==> src/rtl/lsu_axi_master_if.sv <==
// Bundle of the signals between the LSU memory stage and its neighbours.
// Groups the EXU request, the WBU result and the AXI4-Lite master channels.
// The master modport is the LSU's view; the slave modport is the view of
// the environment around it (EXU/WBU and the memory slave).
interface lsu_axi_master_if #(
  parameter int ADDR_W = 32,
  parameter int DATA_W = 32
);
  // EXU request
  logic                  in_valid;
  logic                  in_ready;
  logic                  MemRead;
  logic                  MemWrite;
  logic [2:0]            func3;
  logic [ADDR_W-1:0]     addr;
  logic [DATA_W-1:0]     store_data;
  // WBU result
  logic                  out_valid;
  logic                  out_ready;
  logic [DATA_W-1:0]     mem_rdata;
  logic                  access_fault;
  logic                  misaligned;
  // AXI4-Lite read address / read data
  logic [ADDR_W-1:0]     araddr;
  logic                  arvalid;
  logic                  arready;
  logic [DATA_W-1:0]     rdata;
  logic [1:0]            rresp;
  logic                  rvalid;
  logic                  rready;
  // AXI4-Lite write address / write data / write response
  logic [ADDR_W-1:0]     awaddr;
  logic                  awvalid;
  logic                  awready;
  logic [DATA_W-1:0]     wdata;
  logic [DATA_W/8-1:0]   wstrb;
  logic                  wvalid;
  logic                  wready;
  logic [1:0]            bresp;
  logic                  bvalid;
  logic                  bready;

  modport master (
    input  in_valid, MemRead, MemWrite, func3, addr, store_data,
    output in_ready,
    output out_valid, mem_rdata, access_fault, misaligned,
    input  out_ready,
    output araddr, arvalid, rready,
    input  arready, rdata, rresp, rvalid,
    output awaddr, awvalid, wdata, wstrb, wvalid, bready,
    input  awready, wready, bresp, bvalid
  );

  modport slave (
    output in_valid, MemRead, MemWrite, func3, addr, store_data,
    input  in_ready,
    input  out_valid, mem_rdata, access_fault, misaligned,
    output out_ready,
    input  araddr, arvalid, rready,
    output arready, rdata, rresp, rvalid,
    input  awaddr, awvalid, wdata, wstrb, wvalid, bready,
    output awready, wready, bresp, bvalid
  );
endinterface

==> src/rtl/lsu_axi_master.sv <==
// Memory-side half of load/store. Takes one request at a time from EXU,
// issues a single AXI4-Lite read or write (or none, for misaligned and
// non-memory requests) and hands the result to WBU. Load data is returned
// shifted so the addressed byte sits at bit 0; extension happens in WBU.
module lsu_axi_master #(
  parameter int ADDR_W = 32,
  parameter int DATA_W = 32
) (
  input  logic               clk_i,
  input  logic               rst_n_i,
  lsu_axi_master_if.master   bus
);
  localparam int STRB_W = DATA_W / 8;

  typedef enum logic [2:0] {
    S_IDLE,
    S_RD_ADDR,
    S_RD_DATA,
    S_WR,
    S_WR_RESP,
    S_DONE
  } state_t;

  state_t              state_q;
  logic                in_ready_q;
  logic                arvalid_q;
  logic                rready_q;
  logic                awvalid_q;
  logic                wvalid_q;
  logic                bready_q;
  logic                out_valid_q;
  logic [ADDR_W-1:0]   addr_q;
  logic [DATA_W-1:0]   wdata_q;
  logic [STRB_W-1:0]   wstrb_q;
  logic [DATA_W-1:0]   mem_rdata_q;
  logic                access_fault_q;
  logic                misaligned_q;

  logic                is_byte;
  logic                is_half;
  logic                req_misaligned;
  logic [STRB_W-1:0]   wstrb_d;
  logic [DATA_W-1:0]   wdata_d;
  logic [DATA_W-1:0]   rdata_aligned;
  logic                accept;
  logic                aw_fin;
  logic                w_fin;

  assign accept = bus.in_valid && in_ready_q;

  // Decode access size from func3 and derive alignment, strobe and lane-shifted store data
  always_comb begin
    is_byte = 1'b0;
    is_half = 1'b0;
    case (bus.func3)
      3'b000, 3'b100: is_byte = 1'b1;
      3'b001, 3'b101: is_half = 1'b1;
      default:        ;  // everything else is treated as a word access
    endcase
    if (is_byte) begin
      req_misaligned = 1'b0;
      wstrb_d        = {{(STRB_W-1){1'b0}}, 1'b1} << bus.addr[1:0];
    end else if (is_half) begin
      req_misaligned = bus.addr[0];
      wstrb_d        = {{(STRB_W-2){1'b0}}, 2'b11} << bus.addr[1:0];
    end else begin
      req_misaligned = (bus.addr[1:0] != 2'b00);
      wstrb_d        = '1;
    end
    wdata_d = bus.store_data << {bus.addr[1:0], 3'b000};
  end

  // Read word shifted so the addressed byte lands in lane 0; upper lanes fill with zero
  assign rdata_aligned = bus.rdata >> {addr_q[1:0], 3'b000};

  // A write channel counts as finished once it was accepted earlier or is accepted now
  assign aw_fin = !awvalid_q || bus.awready;
  assign w_fin  = !wvalid_q  || bus.wready;

  // Transaction FSM; every handshake output is a register so the bus sees glitch-free, stable values
  always_ff @(posedge clk_i or negedge rst_n_i) begin
    if (!rst_n_i) begin
      state_q        <= S_IDLE;
      in_ready_q     <= 1'b0;
      arvalid_q      <= 1'b0;
      rready_q       <= 1'b0;
      awvalid_q      <= 1'b0;
      wvalid_q       <= 1'b0;
      bready_q       <= 1'b0;
      out_valid_q    <= 1'b0;
      addr_q         <= '0;
      wdata_q        <= '0;
      wstrb_q        <= '0;
      mem_rdata_q    <= '0;
      access_fault_q <= 1'b0;
      misaligned_q   <= 1'b0;
    end else begin
      case (state_q)
        S_IDLE: begin
          in_ready_q <= 1'b1;
          if (accept) begin
            in_ready_q     <= 1'b0;
            addr_q         <= bus.addr;
            wdata_q        <= wdata_d;
            wstrb_q        <= wstrb_d;
            mem_rdata_q    <= '0;
            access_fault_q <= 1'b0;
            misaligned_q   <= 1'b0;
            if ((bus.MemWrite || bus.MemRead) && req_misaligned) begin
              // Report straight away; nothing goes out on the bus
              misaligned_q <= 1'b1;
              out_valid_q  <= 1'b1;
              state_q      <= S_DONE;
            end else if (bus.MemWrite) begin
              // Store takes priority when both request types are flagged
              awvalid_q <= 1'b1;
              wvalid_q  <= 1'b1;
              state_q   <= S_WR;
            end else if (bus.MemRead) begin
              arvalid_q <= 1'b1;
              state_q   <= S_RD_ADDR;
            end else begin
              out_valid_q <= 1'b1;
              state_q     <= S_DONE;
            end
          end
        end
        S_RD_ADDR: begin
          if (bus.arready) begin
            arvalid_q <= 1'b0;
            rready_q  <= 1'b1;
            state_q   <= S_RD_DATA;
          end
        end
        S_RD_DATA: begin
          if (bus.rvalid) begin
            rready_q       <= 1'b0;
            mem_rdata_q    <= rdata_aligned;
            access_fault_q <= (bus.rresp != 2'b00);
            out_valid_q    <= 1'b1;
            state_q        <= S_DONE;
          end
        end
        S_WR: begin
          // Address and data channels complete independently, in either order
          if (awvalid_q && bus.awready) awvalid_q <= 1'b0;
          if (wvalid_q && bus.wready)   wvalid_q  <= 1'b0;
          if (aw_fin && w_fin) begin
            bready_q <= 1'b1;
            state_q  <= S_WR_RESP;
          end
        end
        S_WR_RESP: begin
          if (bus.bvalid) begin
            bready_q       <= 1'b0;
            access_fault_q <= (bus.bresp != 2'b00);
            out_valid_q    <= 1'b1;
            state_q        <= S_DONE;
          end
        end
        S_DONE: begin
          // in_ready rises with the return to IDLE, so a new request is taken the cycle after
          if (bus.out_ready) begin
            out_valid_q <= 1'b0;
            in_ready_q  <= 1'b1;
            state_q     <= S_IDLE;
          end
        end
        default: state_q <= S_IDLE;
      endcase
    end
  end

  assign bus.in_ready     = in_ready_q;
  assign bus.out_valid    = out_valid_q;
  assign bus.mem_rdata    = mem_rdata_q;
  assign bus.access_fault = access_fault_q;
  assign bus.misaligned   = misaligned_q;
  assign bus.araddr       = addr_q;
  assign bus.arvalid      = arvalid_q;
  assign bus.rready       = rready_q;
  assign bus.awaddr       = addr_q;
  assign bus.awvalid      = awvalid_q;
  assign bus.wdata        = wdata_q;
  assign bus.wstrb        = wstrb_q;
  assign bus.wvalid       = wvalid_q;
  assign bus.bready       = bready_q;
endmodule

==> src/flat_wrapper.sv <==
// flat-port wrapper written by rule: the top's interface ports become plain ports
module lsu_axi_master_flat 
#(
  parameter int ADDR_W = 32,
  parameter int DATA_W = 32
)
  (clk_i, rst_n_i, bus_in_valid, bus_MemRead, bus_MemWrite, bus_func3, bus_addr, bus_store_data, bus_in_ready, bus_out_valid, bus_mem_rdata, bus_access_fault, bus_misaligned, bus_out_ready, bus_araddr, bus_arvalid, bus_rready, bus_arready, bus_rdata, bus_rresp, bus_rvalid, bus_awaddr, bus_awvalid, bus_wdata, bus_wstrb, bus_wvalid, bus_bready, bus_awready, bus_wready, bus_bresp, bus_bvalid);
  lsu_axi_master_if #(.ADDR_W(ADDR_W), .DATA_W(DATA_W)) bus_i ();
  input  logic clk_i;
  input  logic rst_n_i;
  input wire logic [$bits(bus_i.in_valid)-1:0] bus_in_valid;
  input wire logic [$bits(bus_i.MemRead)-1:0] bus_MemRead;
  input wire logic [$bits(bus_i.MemWrite)-1:0] bus_MemWrite;
  input wire logic [$bits(bus_i.func3)-1:0] bus_func3;
  input wire logic [$bits(bus_i.addr)-1:0] bus_addr;
  input wire logic [$bits(bus_i.store_data)-1:0] bus_store_data;
  output wire logic [$bits(bus_i.in_ready)-1:0] bus_in_ready;
  output wire logic [$bits(bus_i.out_valid)-1:0] bus_out_valid;
  output wire logic [$bits(bus_i.mem_rdata)-1:0] bus_mem_rdata;
  output wire logic [$bits(bus_i.access_fault)-1:0] bus_access_fault;
  output wire logic [$bits(bus_i.misaligned)-1:0] bus_misaligned;
  input wire logic [$bits(bus_i.out_ready)-1:0] bus_out_ready;
  output wire logic [$bits(bus_i.araddr)-1:0] bus_araddr;
  output wire logic [$bits(bus_i.arvalid)-1:0] bus_arvalid;
  output wire logic [$bits(bus_i.rready)-1:0] bus_rready;
  input wire logic [$bits(bus_i.arready)-1:0] bus_arready;
  input wire logic [$bits(bus_i.rdata)-1:0] bus_rdata;
  input wire logic [$bits(bus_i.rresp)-1:0] bus_rresp;
  input wire logic [$bits(bus_i.rvalid)-1:0] bus_rvalid;
  output wire logic [$bits(bus_i.awaddr)-1:0] bus_awaddr;
  output wire logic [$bits(bus_i.awvalid)-1:0] bus_awvalid;
  output wire logic [$bits(bus_i.wdata)-1:0] bus_wdata;
  output wire logic [$bits(bus_i.wstrb)-1:0] bus_wstrb;
  output wire logic [$bits(bus_i.wvalid)-1:0] bus_wvalid;
  output wire logic [$bits(bus_i.bready)-1:0] bus_bready;
  input wire logic [$bits(bus_i.awready)-1:0] bus_awready;
  input wire logic [$bits(bus_i.wready)-1:0] bus_wready;
  input wire logic [$bits(bus_i.bresp)-1:0] bus_bresp;
  input wire logic [$bits(bus_i.bvalid)-1:0] bus_bvalid;
  assign bus_i.in_valid = bus_in_valid;
  assign bus_i.MemRead = bus_MemRead;
  assign bus_i.MemWrite = bus_MemWrite;
  assign bus_i.func3 = bus_func3;
  assign bus_i.addr = bus_addr;
  assign bus_i.store_data = bus_store_data;
  assign bus_in_ready = bus_i.in_ready;
  assign bus_out_valid = bus_i.out_valid;
  assign bus_mem_rdata = bus_i.mem_rdata;
  assign bus_access_fault = bus_i.access_fault;
  assign bus_misaligned = bus_i.misaligned;
  assign bus_i.out_ready = bus_out_ready;
  assign bus_araddr = bus_i.araddr;
  assign bus_arvalid = bus_i.arvalid;
  assign bus_rready = bus_i.rready;
  assign bus_i.arready = bus_arready;
  assign bus_i.rdata = bus_rdata;
  assign bus_i.rresp = bus_rresp;
  assign bus_i.rvalid = bus_rvalid;
  assign bus_awaddr = bus_i.awaddr;
  assign bus_awvalid = bus_i.awvalid;
  assign bus_wdata = bus_i.wdata;
  assign bus_wstrb = bus_i.wstrb;
  assign bus_wvalid = bus_i.wvalid;
  assign bus_bready = bus_i.bready;
  assign bus_i.awready = bus_awready;
  assign bus_i.wready = bus_wready;
  assign bus_i.bresp = bus_bresp;
  assign bus_i.bvalid = bus_bvalid;
  lsu_axi_master #(.ADDR_W(ADDR_W), .DATA_W(DATA_W)) u_core (.clk_i(clk_i), .rst_n_i(rst_n_i), .bus(bus_i));
endmodule
==> config.mk <==
export PLATFORM = sky130hd
export DESIGN_NAME = lsu_axi_master_flat
export DESIGN_NICKNAME = d
export VERILOG_FILES = /design/src/rtl/lsu_axi_master_if.sv /design/src/rtl/lsu_axi_master.sv /design/src/flat_wrapper.sv
export SDC_FILE = /design/constraint.sdc
export NUM_CORES = 1
export LEC_CHECK = 0
export ABC_AREA = 1
export CORE_MARGIN = 2
export CORE_UTILIZATION = 43
export DETAILED_ROUTE_END_ITERATION = 10
export GPL_ROUTABILITY_DRIVEN = 0
export GPL_TIMING_DRIVEN = 0
export PLACE_DENSITY = 0.81
export SYNTH_ARGS = -nofsm -noshare
export SYNTH_HDL_FRONTEND = slang
export SYNTH_SLANG_ARGS = --single-unit
export TNS_END_PERCENT = 5
==> constraint.sdc <==
create_clock -name clk_i -period 1.97 [get_ports clk_i]
set_input_delay 0.197 -clock clk_i [delete_from_list [all_inputs] [get_ports clk_i]]
set_output_delay 0.197 -clock clk_i [all_outputs]
set_load 0.01 [all_outputs]
## Word-level counts from Yosys, hierarchy flattened

Index checks and enable logic that the tools add are counted.

| cells by class | value |
|---|---|
| shifts and indexed selects | 4 |
| equality and inequality tests | 22 |
| reductions and logical operators | 36 |
| multiplexer cells | 54 |

Operators by type and width:

| operator | number |
|---|---|
| 2-to-1 mux 32 bit | 2 |
| one-hot mux 32 bit (2 select lines) | 1 |
| left shift 32 x 5 -> 32 bit | 1 |
| right shift 32 x 5 -> 32 bit | 1 |
| 2-to-1 mux 1 bit | 31 |
| 2-to-1 mux 3 bit | 9 |
| one-hot mux 3 bit (6 select lines) | 1 |
| nonzero test 2 bit | 9 |
| inequality test 2 bit (second input constant) | 8 |
| equality test 3 bit (second input constant) | 4 |
| one-hot mux 1 bit (2 select lines) | 6 |
| AND reduction 6 bit | 2 |
| AND reduction 5 bit | 2 |
| AND reduction 3 bit | 3 |
| 2-to-1 mux 4 bit | 2 |
| inequality test 2 x 1 -> 1 bit (second input constant) | 4 |
| AND reduction 7 bit | 1 |
| equality test 3 x 1 -> 1 bit (second input constant) | 2 |
| equality test 3 x 2 -> 1 bit (second input constant) | 2 |
| zero test 3 bit | 2 |
| inequality test 3 x 2 -> 1 bit (second input constant) | 2 |
| logical AND 1 bit | 5 |
| one-hot mux 1 bit (4 select lines) | 1 |
| AND reduction 2 bit | 2 |
| 9 further kinds | 13 |

| storage, ports and cells | value |
|---|---|
| input bits | 114 |
| register bits | 112 |
| logic and storage cells | 130 |

## Depth between registers and ports, before layout

Gate-level depths: netlist of the first run.

| logic depth | value |
|---|---|
| word-level depth | 9 |
| mapped depth | 11 |
| mapped depth without buffers | 9 |

## Worst setup path before layout of the first run

OpenSTA, ideal clock, no wires.

| timing path | value |
|---|---|
| kind | input port to flip-flop |
| start | input port bus_addr[1] |
| end | register u_core.awvalid_q, in the netlist u_core.bus.awvalid |
| arrival | 1.502 ns |
| library setup time | 0.126 ns |
| slack | 0.342 ns |
| stages on the path | 11 |
| cells stage by stage | buf_2 > clkinv_1 > buf_1 > ha_1 > inv_1 > nand2_1 > nand2_1 > nand3_1 > nand3_1 > nand2_1 > nand3_1 |

| between the ends | value |
|---|---|
| longest elaborated chain between the ends | 6 |

Ends and longest elaborated chain:

| element | RTL line | RTL |
|---|---|---|
| from (decl) | flat_wrapper.sv:15 | `input wire logic [$bits(bus_i.addr)-1:0] bus_addr;` |
| nonzero test 2 bit | lsu_axi_master.sv:67 | `req_misaligned = (bus.addr[1:0] != 2'b00);` |
| 2-to-1 mux 1 bit | lsu_axi_master.sv:63 | `end else if (is_half) begin` |
| 2-to-1 mux 1 bit | lsu_axi_master.sv:60 | `if (is_byte) begin` |
| logical AND 1 bit | lsu_axi_master.sv:109 | `if ((bus.MemWrite \|\| bus.MemRead) && req_misaligned) begin` |
| inequality test 2 bit (no line) | - |  |
| AND reduction 5 bit (no line) | - |  |
| to (signal assigned) | lsu_axi_master.sv:87 | `awvalid_q <= 1'b0;` |
| to (signal assigned) | lsu_axi_master.sv:116 | `awvalid_q <= 1'b1;` |
| to (signal assigned) | lsu_axi_master.sv:146 | `if (awvalid_q && bus.awready) awvalid_q <= 1'b0;` |
| to (decl) | lsu_axi_master.sv:28 | `logic awvalid_q;` |

Every way passes these cells.
A chain may end at the register's enable or synchronous reset.

## Worst setup path in the final report of the first run

| timing path | value |
|---|---|
| start | input port bus_addr[1] |
| end | register u_core.wvalid_q, in the netlist u_core.bus.wvalid |

| between the ends | value |
|---|---|
| longest elaborated chain between the ends | 6 |

Ends and longest elaborated chain:

| element | RTL line | RTL |
|---|---|---|
| nonzero test 2 bit | lsu_axi_master.sv:67 |  |
| 2-to-1 mux 1 bit | lsu_axi_master.sv:63 |  |
| 2-to-1 mux 1 bit | lsu_axi_master.sv:60 |  |
| logical AND 1 bit | lsu_axi_master.sv:109 |  |
| inequality test 2 bit (no line) | - |  |
| AND reduction 5 bit (no line) | - |  |
| to (signal assigned) | lsu_axi_master.sv:88 | `wvalid_q <= 1'b0;` |
| to (signal assigned) | lsu_axi_master.sv:117 | `wvalid_q <= 1'b1;` |
| to (signal assigned) | lsu_axi_master.sv:147 | `if (wvalid_q && bus.wready) wvalid_q <= 1'b0;` |
| to (decl) | lsu_axi_master.sv:29 | `logic wvalid_q;` |

Every way passes these cells.

==> flow_metrics.env, run 1 <==
export IMPL_drtIter0Drc=473
export IMPL_initial_core_util_pct=44.4
export IMPL_worst_ep_required_time_ps=2200
export IMPL_htreeDepth=3
export IMPL_cts_setup_buffers=0
export IMPL_wl_met1_mm=7.90
export IMPL_seq_area_frac_synth_pct=47.5
export IMPL_whs_ps=312
export IMPL_synth_flop_cell="dfrtp_1"
export IMPL_path_class="in2reg"
export IMPL_r2r_start="u_core.state_q[2]$_DFFE_PN0P_"
export IMPL_track_usage_pct=25.3
export IMPL_ff2ff_setup_slack_ps=230
export IMPL_async_reset_ff_share_pct=100
export IMPL_cp_max_fo=11
export IMPL_slew_viol_final=0
export IMPL_vias=6157
export IMPL_cts_tree="built"
export IMPL_grt_pass1_vias=5765
export IMPL_fin_nets=1169
export IMPL_dpl_hpwl_mm=14.6
export IMPL_grt_pass1_wl_mm=28.9
export IMPL_area_growth_pct=51.9
export IMPL_num_rows=42
export IMPL_synth_area_leaders="dfrtp_1, nand2_1, o21ai_0, buf_4, nor2_1"
export IMPL_hold_viol_final=0
export IMPL_synth_cell_type_count=29
export IMPL_ys_seq_elements=112
export IMPL_vdd_drop_max_mv=0.638
export IMPL_clk_pin_slew_worst_paths_ps=70
export IMPL_avgSynthCellArea_um2=7.50
export IMPL_r2r_end="u_core.bus.wdata[13]$_DFFE_PN0P_"
export IMPL_cts_buffers=9
export IMPL_cap_violations=0
export IMPL_routed_top_layer="met4"
export IMPL_clockBufferDepth=2
export IMPL_root_buffer="clkbuf_16"
export IMPL_synthXorXnorAreaFrac_pct=0
export IMPL_first_pass_iters=6
export IMPL_critPathLaunchType="input port"
export IMPL_ant_nets=0
export IMPL_dp_slack_ps=-588
export IMPL_drc=0
export IMPL_yosysMostFrequentCell="nand2_1"
export IMPL_ys_top_cells_by_count="nand2_1, dfrtp_1, o21ai_0, nor2_1, buf_4"
export IMPL_grt_ovfl_total=0
export IMPL_p_leak_uw=0.00427
export IMPL_synth_top_area_share_pct=47.5
export IMPL_max_freq_mhz=553
export IMPL_yosys_area_share_simple_pct=29.9
export IMPL_clock_skew_final_ps=7.68
export IMPL_route_met2_wl_mm=9.01
export IMPL_synth_top_family_by_area="simple AND/OR/NAND/NOR gates"
export IMPL_wl_met3_mm=1.31
export IMPL_yosysWarnings=0
export IMPL_syn_instance_count=786
export IMPL_synth_top_area_cell="dfrtp_1"
export IMPL_die_area_um2=14700
export IMPL_drive_gt1_share_pct=9.76
export IMPL_core_area_um2=13300
export IMPL_synth_compound_area_share_pct=10.9
export IMPL_p_per_area_nw_per_um2=1390
export IMPL_fin_crit_ps=1810
export IMPL_synth_area_um2=5900
export IMPL_grt_max_degree=83
export IMPL_syn_nets=904
export IMPL_cts_sinks=112
export IMPL_io_pins=255
export IMPL_r2r_cells=7
export IMPL_relSlewSlack_pct=66.5
export IMPL_synthAdderAreaFrac_pct=0.849
export IMPL_synthMuxAreaShare_pct=0.170
export IMPL_timing_final_ws_setup_ps=163
export IMPL_status="finished, final reports clean"
export IMPL_setup_viol=0
export IMPL_hp_class="in2async"
export IMPL_synth_edff_count=0
export IMPL_detail_route_wl_per_cell_um=15.2
export IMPL_tightest_slew_ps=503
export IMPL_arrival_ps=2040
export IMPL_fin_crit_sh_pct=91.7
export IMPL_endpoint_kind="flop"
export IMPL_insertion_delay_ps=350
export IMPL_wl_mm=18.7
export IMPL_io_buffer_count=253
export IMPL_grt_antenna_before_repair=0
export IMPL_routed_via_density=5.00
export IMPL_die_h_um=121
export IMPL_die_w_um=121
export IMPL_insertedDiodeCount=0
-- layer usage --
layer / global-route usage [%] / up-vias
met3: 4.56 / 33
met2: 41.8 / 308
met4: 9.30 / 0
li1: - / 2993
met5: 0 / -
met1: 33.2 / 2823
-- layout by cell type, fill, tap and decap left out, types with 2 or more instances in the layout --
| cell | instances |
|---|---|
| nand2_1 | 333 |
| clkdlybuf4s50_1 | 251 |
| dfrtp_1 | 112 |
| o21ai_0 | 67 |
| nor2_1 | 43 |
| buf_4 | 38 |
| inv_1 | 33 |
| nand3_1 | 27 |
| o21ai_1 | 27 |
| a21oi_1 | 19 |
| or2_2 | 17 |
| clkbuf_1 | 15 |
| buf_2 | 12 |
| clkbuf_16 | 9 |
| buf_6 | 7 |
| o211ai_1 | 7 |
| inv_2 | 5 |
| nand4_1 | 5 |
| ha_1 | 4 |
| o22ai_1 | 3 |
| clkbuf_4 | 2 |
| clkinvlp_4 | 2 |
| clkinv_2 | 2 |
-- power breakdown --
group          switching [µW]  total (µW)  internal, µW
clock network             801        1650           851
registers                 662        3880          3220
logic                    3400        6960          3560
total                    4870       12500          7630
-- sequential cells by signal, indices dropped and copies added, names as in the netlist, 3 cells and up --
signal and cells:
u_core.bus.araddr 32, u_core.bus.mem_rdata 32, u_core.bus.wdata 32, u_core.bus.wstrb 4, u_core.state_q 3
-- how the worst max path moves through the flow --
stage | cells after the start | slack (ps) | startpoint | endpoint
3_5_place_dp | 11 | -590 | bus_addr[1] | u_core.bus.awvalid$_DFFE_PN0P_
2_1_floorplan | 11 | 340 | bus_addr[1] | u_core.bus.awvalid$_DFFE_PN0P_
4_1_cts | 11 | 40 | bus_addr[1] | u_core.bus.wvalid$_DFFE_PN0P_
3_3_place_gp | 1 | -3660 | rst_n_i | u_core.bus.mem_rdata[3]$_DFFE_PN0P_
6_report | 11 | 160 | bus_addr[1] | u_core.bus.wvalid$_DFFE_PN0P_
5_1_grt | 12 | -10 | bus_addr[1] | u_core.bus.awvalid$_DFFE_PN0P_
-- final cells by class --
| class | instances | area (µm²) |
|---|---|---|
| Buffer | 73 | 485 |
| Fill cell | 1135 | 4340 |
| Inverter | 39 | 149 |
| Tap cell | 176 | 220 |
| Multi-Input combinational cell | 561 | 2470 |
| Sequential cell | 112 | 2800 |
| Clock buffer | 10 | 229 |
| Clock inverter | 5 | 33.8 |
| Timing Repair Buffer | 255 | 2570 |
-- critical path, cell delays in order --
cell and delay, ps:
clkdlybuf4s50_1 510, clkbuf_4 230, inv_4 80, clkbuf_4 200, ha_1 210, inv_1 50, nand2_1 80, nand2_1 120
nand3_1 140, nand4_1 140, nand3_1 90
-- through the flow --
step                      power [µW]  area (µm²)  instances  TNS (ps)  util, %
after global placement         10700        8650       1215   -416770     65.1
final                          12500        8960       1231         0     67.4
after detailed placement       10900        8680       1216     -9460     65.3
after CTS                      12600        8950       1231         0     67.3
after floorplan                 7320        5900        786         0        -
after global routing           13300        8960       1231     -13.8     67.4
-- logic make-up (layout without fill, tap and decap cells) --
family          Yosys count  count (layout)
fa+ha+maj                 4               4
buf+inv                 113             382
mux                       1               1
flops                   112             112
simple gates            432             432
compound gates          124             124
-- what timing repair did --
item	in CTS	in global routing
hold endpoints to repair	30	0
hold buffers	1	0
gates resized for setup	3	4
setup endpoints to repair	6	5
Note: power is estimated with default switching activity, not from simulation.
==> run 2: changes to the inputs <==
--- a/config.mk
+++ b/config.mk
@@ -7,11 +7,10 @@
 export LEC_CHECK = 0
 export ABC_AREA = 1
 export CORE_MARGIN = 2
-export CORE_UTILIZATION = 43
+export CORE_UTILIZATION = 31
 export DETAILED_ROUTE_END_ITERATION = 10
 export GPL_ROUTABILITY_DRIVEN = 0
 export GPL_TIMING_DRIVEN = 0
-export PLACE_DENSITY = 0.81
 export SYNTH_ARGS = -nofsm -noshare
 export SYNTH_HDL_FRONTEND = slang
 export SYNTH_SLANG_ARGS = --single-unit
==> flow_metrics.env, run 2 (same netlist as run 1, synthesis figures left out) <==
export IMPL_insertion_delay_ps=350
export IMPL_insertedDiodeCount=0
export IMPL_die_area_um2=20100
export IMPL_p_leak_uw=0.00428
export IMPL_cts_sinks=112
export IMPL_path_class="reg2out"
export IMPL_initial_core_util_pct=31.5
export IMPL_detail_route_wl_per_cell_um=15.4
export IMPL_relSlewSlack_pct=64.1
export IMPL_drive_gt1_share_pct=9.86
export IMPL_worst_ep_required_time_ps=1770
export IMPL_grt_max_degree=70
export IMPL_routed_via_density=4.65
export IMPL_critPathLaunchType="flop"
export IMPL_cap_violations=0
export IMPL_fin_crit_sh_pct=90.8
export IMPL_hp_class="in2async"
export IMPL_hold_viol_final=0
export IMPL_core_area_um2=18700
export IMPL_grt_pass1_wl_mm=30.6
export IMPL_vias=5998
export IMPL_arrival_ps=1590
export IMPL_die_h_um=142
export IMPL_ant_nets=0
export IMPL_wl_mm=19.8
export IMPL_fin_nets=1170
export IMPL_finalSetupTns_ps=0
export IMPL_final_common_cell="nand2_1"
export IMPL_clk_pin_slew_worst_paths_ps=70
export IMPL_rsz0062_at_grt="no"
export IMPL_first_pass_iters=5
export IMPL_grt_antenna_before_repair=0
export IMPL_final_cell_mix="nand2_1, clkdlybuf4s50_1, dfrtp_1, o21ai_0, nor2_1"
export IMPL_htreeDepth=3
export IMPL_drc=0
export IMPL_status="finished, final reports clean"
export IMPL_tightest_slew_ps=538
export IMPL_cts_tree="built"
export IMPL_drtIter0Drc=290
export IMPL_vdd_drop_max_mv=0.609
export IMPL_fin_crit_ps=1790
export IMPL_die_w_um=142
export IMPL_whs_ps=342
export IMPL_track_usage_pct=19.6
export IMPL_dpl_hpwl_mm=15.5
export IMPL_area_growth_pct=53.8
export IMPL_num_rows=50
export IMPL_p_per_area_nw_per_um2=1400
export IMPL_clockBufferDepth=2
export IMPL_root_buffer="clkbuf_16"
export IMPL_grt_ovfl_total=0
export IMPL_endpoint_kind="primary output"
export IMPL_io_buffer_count=253
export IMPL_slew_viol_final=0
export IMPL_cp_max_fo=9
export IMPL_setup_viol=0
export IMPL_io_pins=255
export IMPL_grt_pass1_vias=5522
export IMPL_power_uw=12700
export IMPL_max_freq_mhz=559
export IMPL_cts_buffers=9
export IMPL_clock_skew_final_ps=4.59
==> run 2: changes by cell type in the layout (fill, tap and decap cells not counted), sizes merged <==
cell           delta
buf               +3
inv               -2
clkdlybuf4s50     +1
clkbuf            -1
clkinvlp          -1
bufinv            +1
dlymetal6s2s      -1
==> run 2: through the flow <==
stage	utilization, %	std cells	worst slack, ps	instance area [µm²]
after floorplan	-	786	342	5900
after global placement	46.6	1273	-3920	8720
after detailed placement	46.8	1274	-713	8750
after CTS	48.4	1288	39.9	9050
after global routing	48.5	1289	8.39	9070
final	48.5	1289	182	9070
==> run 2: final timing paths <==
path	start	end	slack [ps]	depth (start not counted)
worst max-delay path	u_core.bus.araddr[0]$_DFFE_PN0P_	bus_awaddr[0]	180	2
worst min-delay path	rst_n_i	u_core.bus.wdata[12]$_DFFE_PN0P_	340	2
worst max register to register	u_core.state_q[0]$_DFFE_PN0P_	u_core.bus.mem_rdata[29]$_DFFE_PN0P_	230	8
worst min register to register	u_core.bus.wstrb[0]$_DFFE_PN0P_	u_core.bus.wstrb[0]$_DFFE_PN0P_	470	2
max in group asynchronous	rst_n_i	u_core.bus.mem_rdata[0]$_DFFE_PN0P_	940	3
min in group clk_i	bus_addr[24]	u_core.bus.araddr[24]$_DFFE_PN0P_	380	3
==> run 2: final cells by class <==
cell class / instances / area [µm²]
inverters: 39 / 153
plain buffers: 73 / 492
multi-input cells: 561 / 2470
clock inverters: 3 / 43.8
clock buffers: 11 / 243
fillers: 1877 / 9630
well taps: 234 / 293
repair buffers: 256 / 2580
flip-flops and latches: 112 / 2800
==> run 2: per-layer routing <==
layer  share of wire, %  vias to the layer above  global-route usage (%)  wire [µm]
li1                   -                     2994                       -          -
met1                 45                     2783                    27.4       9020
met2                 47                      201                    31.0       9330
met3                5.5                       20                    3.51       1100
met4                1.9                        0                    6.05        384
met5                  0                        -                       0          0
==> run 2: repair_timing <==
action,CTS,global route
endpoints found under the setup margin,19,15
resized for setup,4,7
setup buffers,0,1
gates cloned,0,0
hold buffers,1,0
hold endpoints to repair,43,0
==> run 2: critical path: stages (launching register included) <==
cell,delay (ps)
dfrtp_1,530
buf_4,170
clkdlybuf4s50_1,550
==> run 2: report_power, final <==
group / internal, µW / total [µW] / switching, µW
logic: 3560 / 6990 / 3440
registers: 3220 / 3860 / 638
clock network: 1010 / 1820 / 811
total: 7790 / 12700 / 4880
==> run 3: changes to the inputs <==
--- a/config.mk
+++ b/config.mk
@@ -5,12 +5,12 @@
 export SDC_FILE = /design/constraint.sdc
 export NUM_CORES = 1
 export LEC_CHECK = 0
-export ABC_AREA = 1
 export CORE_MARGIN = 2
 export CORE_UTILIZATION = 31
 export DETAILED_ROUTE_END_ITERATION = 10
 export GPL_ROUTABILITY_DRIVEN = 0
 export GPL_TIMING_DRIVEN = 0
+export REMOVE_ABC_BUFFERS = 1
 export SYNTH_ARGS = -nofsm -noshare
 export SYNTH_HDL_FRONTEND = slang
 export SYNTH_SLANG_ARGS = --single-unit
==> flow_metrics.env, run 3 <==
export IMPL_setup_viol=0
export IMPL_worst_ep_required_time_ps=2190
export IMPL_core_area_um2=18000
export IMPL_slew_viol_final=0
export IMPL_htreeDepth=3
export IMPL_tightest_slew_ps=799
export IMPL_vdd_drop_max_mv=0.793
export IMPL_dpl_hpwl_mm=12.1
export IMPL_rsz0062_at_grt="yes"
export IMPL_drive_gt1_share_pct=5.91
export IMPL_routed_via_density=4.85
export IMPL_area_growth_pct=49.5
export IMPL_cts_tree="built"
export IMPL_final_common_cell="clkdlybuf4s50_1"
export IMPL_crit_buf_inv=0
export IMPL_fin_crit_sh_pct=100
export IMPL_avgSynthCellArea_um2=9.39
export IMPL_hp_class="in2async"
export IMPL_fin_nets=925
export IMPL_route_met2_wl_mm=7.79
export IMPL_grt_pass1_vias=5051
export IMPL_synth_edff_count=0
export IMPL_cpLargestDelayFamily="simple AND/OR/NAND/NOR gates"
export IMPL_dp_slack_ps=-569
export IMPL_power_uw=11300
export IMPL_p_leak_uw=0.00367
export IMPL_clock_skew_final_ps=8.58
export IMPL_yosysMostFrequentCell="nand2_1"
export IMPL_die_w_um=139
export IMPL_synth_area_leaders="dfrtp_1, nand2_1, mux2i_1, buf_4, o21ai_0"
export IMPL_max_freq_mhz=508
export IMPL_register_area_um2=2810
export IMPL_grt_ovfl_total=0
export IMPL_finalCoreUtilization_pct=47.3
export IMPL_relSlewSlack_pct=46.7
export IMPL_grt_pass1_wl_mm=27.1
export IMPL_cpPeakStageDelay_ps=550
export IMPL_grt_max_degree=60
export IMPL_synth_top_area_cell="dfrtp_1"
export IMPL_multi_input_area_um2=2420
export IMPL_endpoint_kind="flop"
export IMPL_p_per_area_nw_per_um2=1330
export IMPL_cp_max_fo=39
export IMPL_cap_violations=0
export IMPL_ys_seq_elements=112
export IMPL_ant_nets=0
export IMPL_slowest_stage="dfrtp_2"
export IMPL_die_h_um=139
export IMPL_grt_antenna_before_repair=0
export IMPL_critPathLaunchType="flop"
export IMPL_synth_top_area_share_pct=49.4
export IMPL_num_rows=49
export IMPL_syn_instance_count=605
export IMPL_detail_route_wl_per_cell_um=16.0
export IMPL_timing_final_ws_setup_ps=0.738
export IMPL_io_buffer_count=253
export IMPL_seq_area_frac_synth_pct=49.4
export IMPL_clk_pin_slew_worst_paths_ps=70
export IMPL_status="finished, final reports clean"
export IMPL_cts_buffers=9
export IMPL_wl_mm=16.7
export IMPL_insertedDiodeCount=0
export IMPL_io_pins=255
export IMPL_die_area_um2=19400
export IMPL_arrival_ps=2190
export IMPL_path_cells="nand3b_4 > or3_4 > a2111oi_2 > nor2_1"
export IMPL_fillers=1683
export IMPL_path_class="reg2reg"
export IMPL_drtIter0Drc=163
export IMPL_vias=5054
export IMPL_routed_top_layer="met4"
export IMPL_ys_top_cells_by_count="nand2_1, dfrtp_1, buf_4, mux2i_1, o21ai_0"
export IMPL_wl_met1_mm=7.16
export IMPL_hold_viol_final=0
export IMPL_async_reset_ff_share_pct=100
export IMPL_drc=0
export IMPL_wl_met3_mm=1.50
export IMPL_final_cell_mix="clkdlybuf4s50_1, nand2_1, dfrtp_1, mux2i_1, o21ai_0"
export IMPL_fin_crit_ps=1970
export IMPL_root_buffer="clkbuf_16"
export IMPL_cts_sinks=112
export IMPL_synth_flop_cell="dfrtp_1"
export IMPL_track_usage_pct=17.1
export IMPL_initial_core_util_pct=31.6
export IMPL_clockBufferDepth=2
export IMPL_insertion_delay_ps=350
export IMPL_synth_cell_type_count=43
export IMPL_synth_area_um2=5680
export IMPL_first_pass_iters=4
export IMPL_yosysWarnings=0
-- run 3: cell types whose count changed after synthesis, moves of 10 or more --
cell / delta
nand2_1: -159
o21ai_0: -39
mux2i_1: +32
inv_1: -29
nor2b_1: +22
nor2_1: -19
o21ai_1: -19
o31ai_1: +17
nand3_1: -16
or2_2: -16
a32o_1: +10
-- run 3: path summary, 6_finish.rpt --
path	startpoint	endpoint	slack, ps	cells after the start
setup / recovery	u_core.state_q[0]$_DFFE_PN0P_	u_core.bus.wstrb[2]$_DFFE_PN0P_	0.7	4
hold / removal	rst_n_i	u_core.bus.mem_rdata[13]$_DFFE_PN0P_	370	2
setup reg to reg	u_core.state_q[0]$_DFFE_PN0P_	u_core.bus.wstrb[2]$_DFFE_PN0P_	0.7	4
hold reg to reg	u_core.bus.wdata[6]$_DFFE_PN0P_	u_core.bus.wdata[6]$_DFFE_PN0P_	470	2
max in group asynchronous	rst_n_i	u_core.bus.wdata[19]$_DFFE_PN0P_	910	3
min in group clk_i	bus_addr[24]	u_core.bus.araddr[24]$_DFFE_PN0P_	370	3
-- run 3: area by class of cell --
type	instances	share of cell area, %
timing repair buffer	263	31.5
tap	229	3.37
multi-input combinational	417	28.5
clock buffer	12	3.02
inverter	4	0.177
sequential	112	33.1
clock inverter	4	0.339
-- run 3: power by group --
part / switching (µW) / total (µW) / internal [µW]
sequential: 936 / 4140 / 3200
combinational: 2350 / 5420 / 3080
clock: 840 / 1770 / 930
-- run 3: stage by stage --
stage	instance area, µm²	hold slack [ps]	cells	setup TNS (ps)
3_3_place_gp	8030	454	1015	-575250
5_1_grt	8490	366	1041	-3300
4_1_cts	8440	348	1036	-684
2_1_floorplan	5210	-98.6	533	-48840
3_5_place_dp	8120	200	1019	-26380
6_report	8490	366	1041	0
-- run 3: per-layer routing --
layer	vias up	track usage, %
met1	2391	21.9
li1	2437	-
met4	0	5.10
met5	-	0
met3	13	5.09
met2	213	27.8
-- run 3: repair_timing --
item,in CTS,in global routing
buffers inserted,0,5
pin swaps,0,1
hold buffers,1,0
hold endpoints to repair,53,0
setup endpoints to repair,107,79
resized for setup,12,2
-- run 3: cell families (layout without fill, tap and decap cells) --
logic type / after synthesis / after routing / share of synthesized area [%]
DFF: 112 / 112 / 49.4
AOI/OAI and AO/OA: 123 / 123 / 14.6
muxes: 42 / 42 / 7.60
and+or+nand+nor: 248 / 248 / 19.1
buffers and inverters: 76 / 283 / 8.53
adders and majority gates: 4 / 4 / 0.881
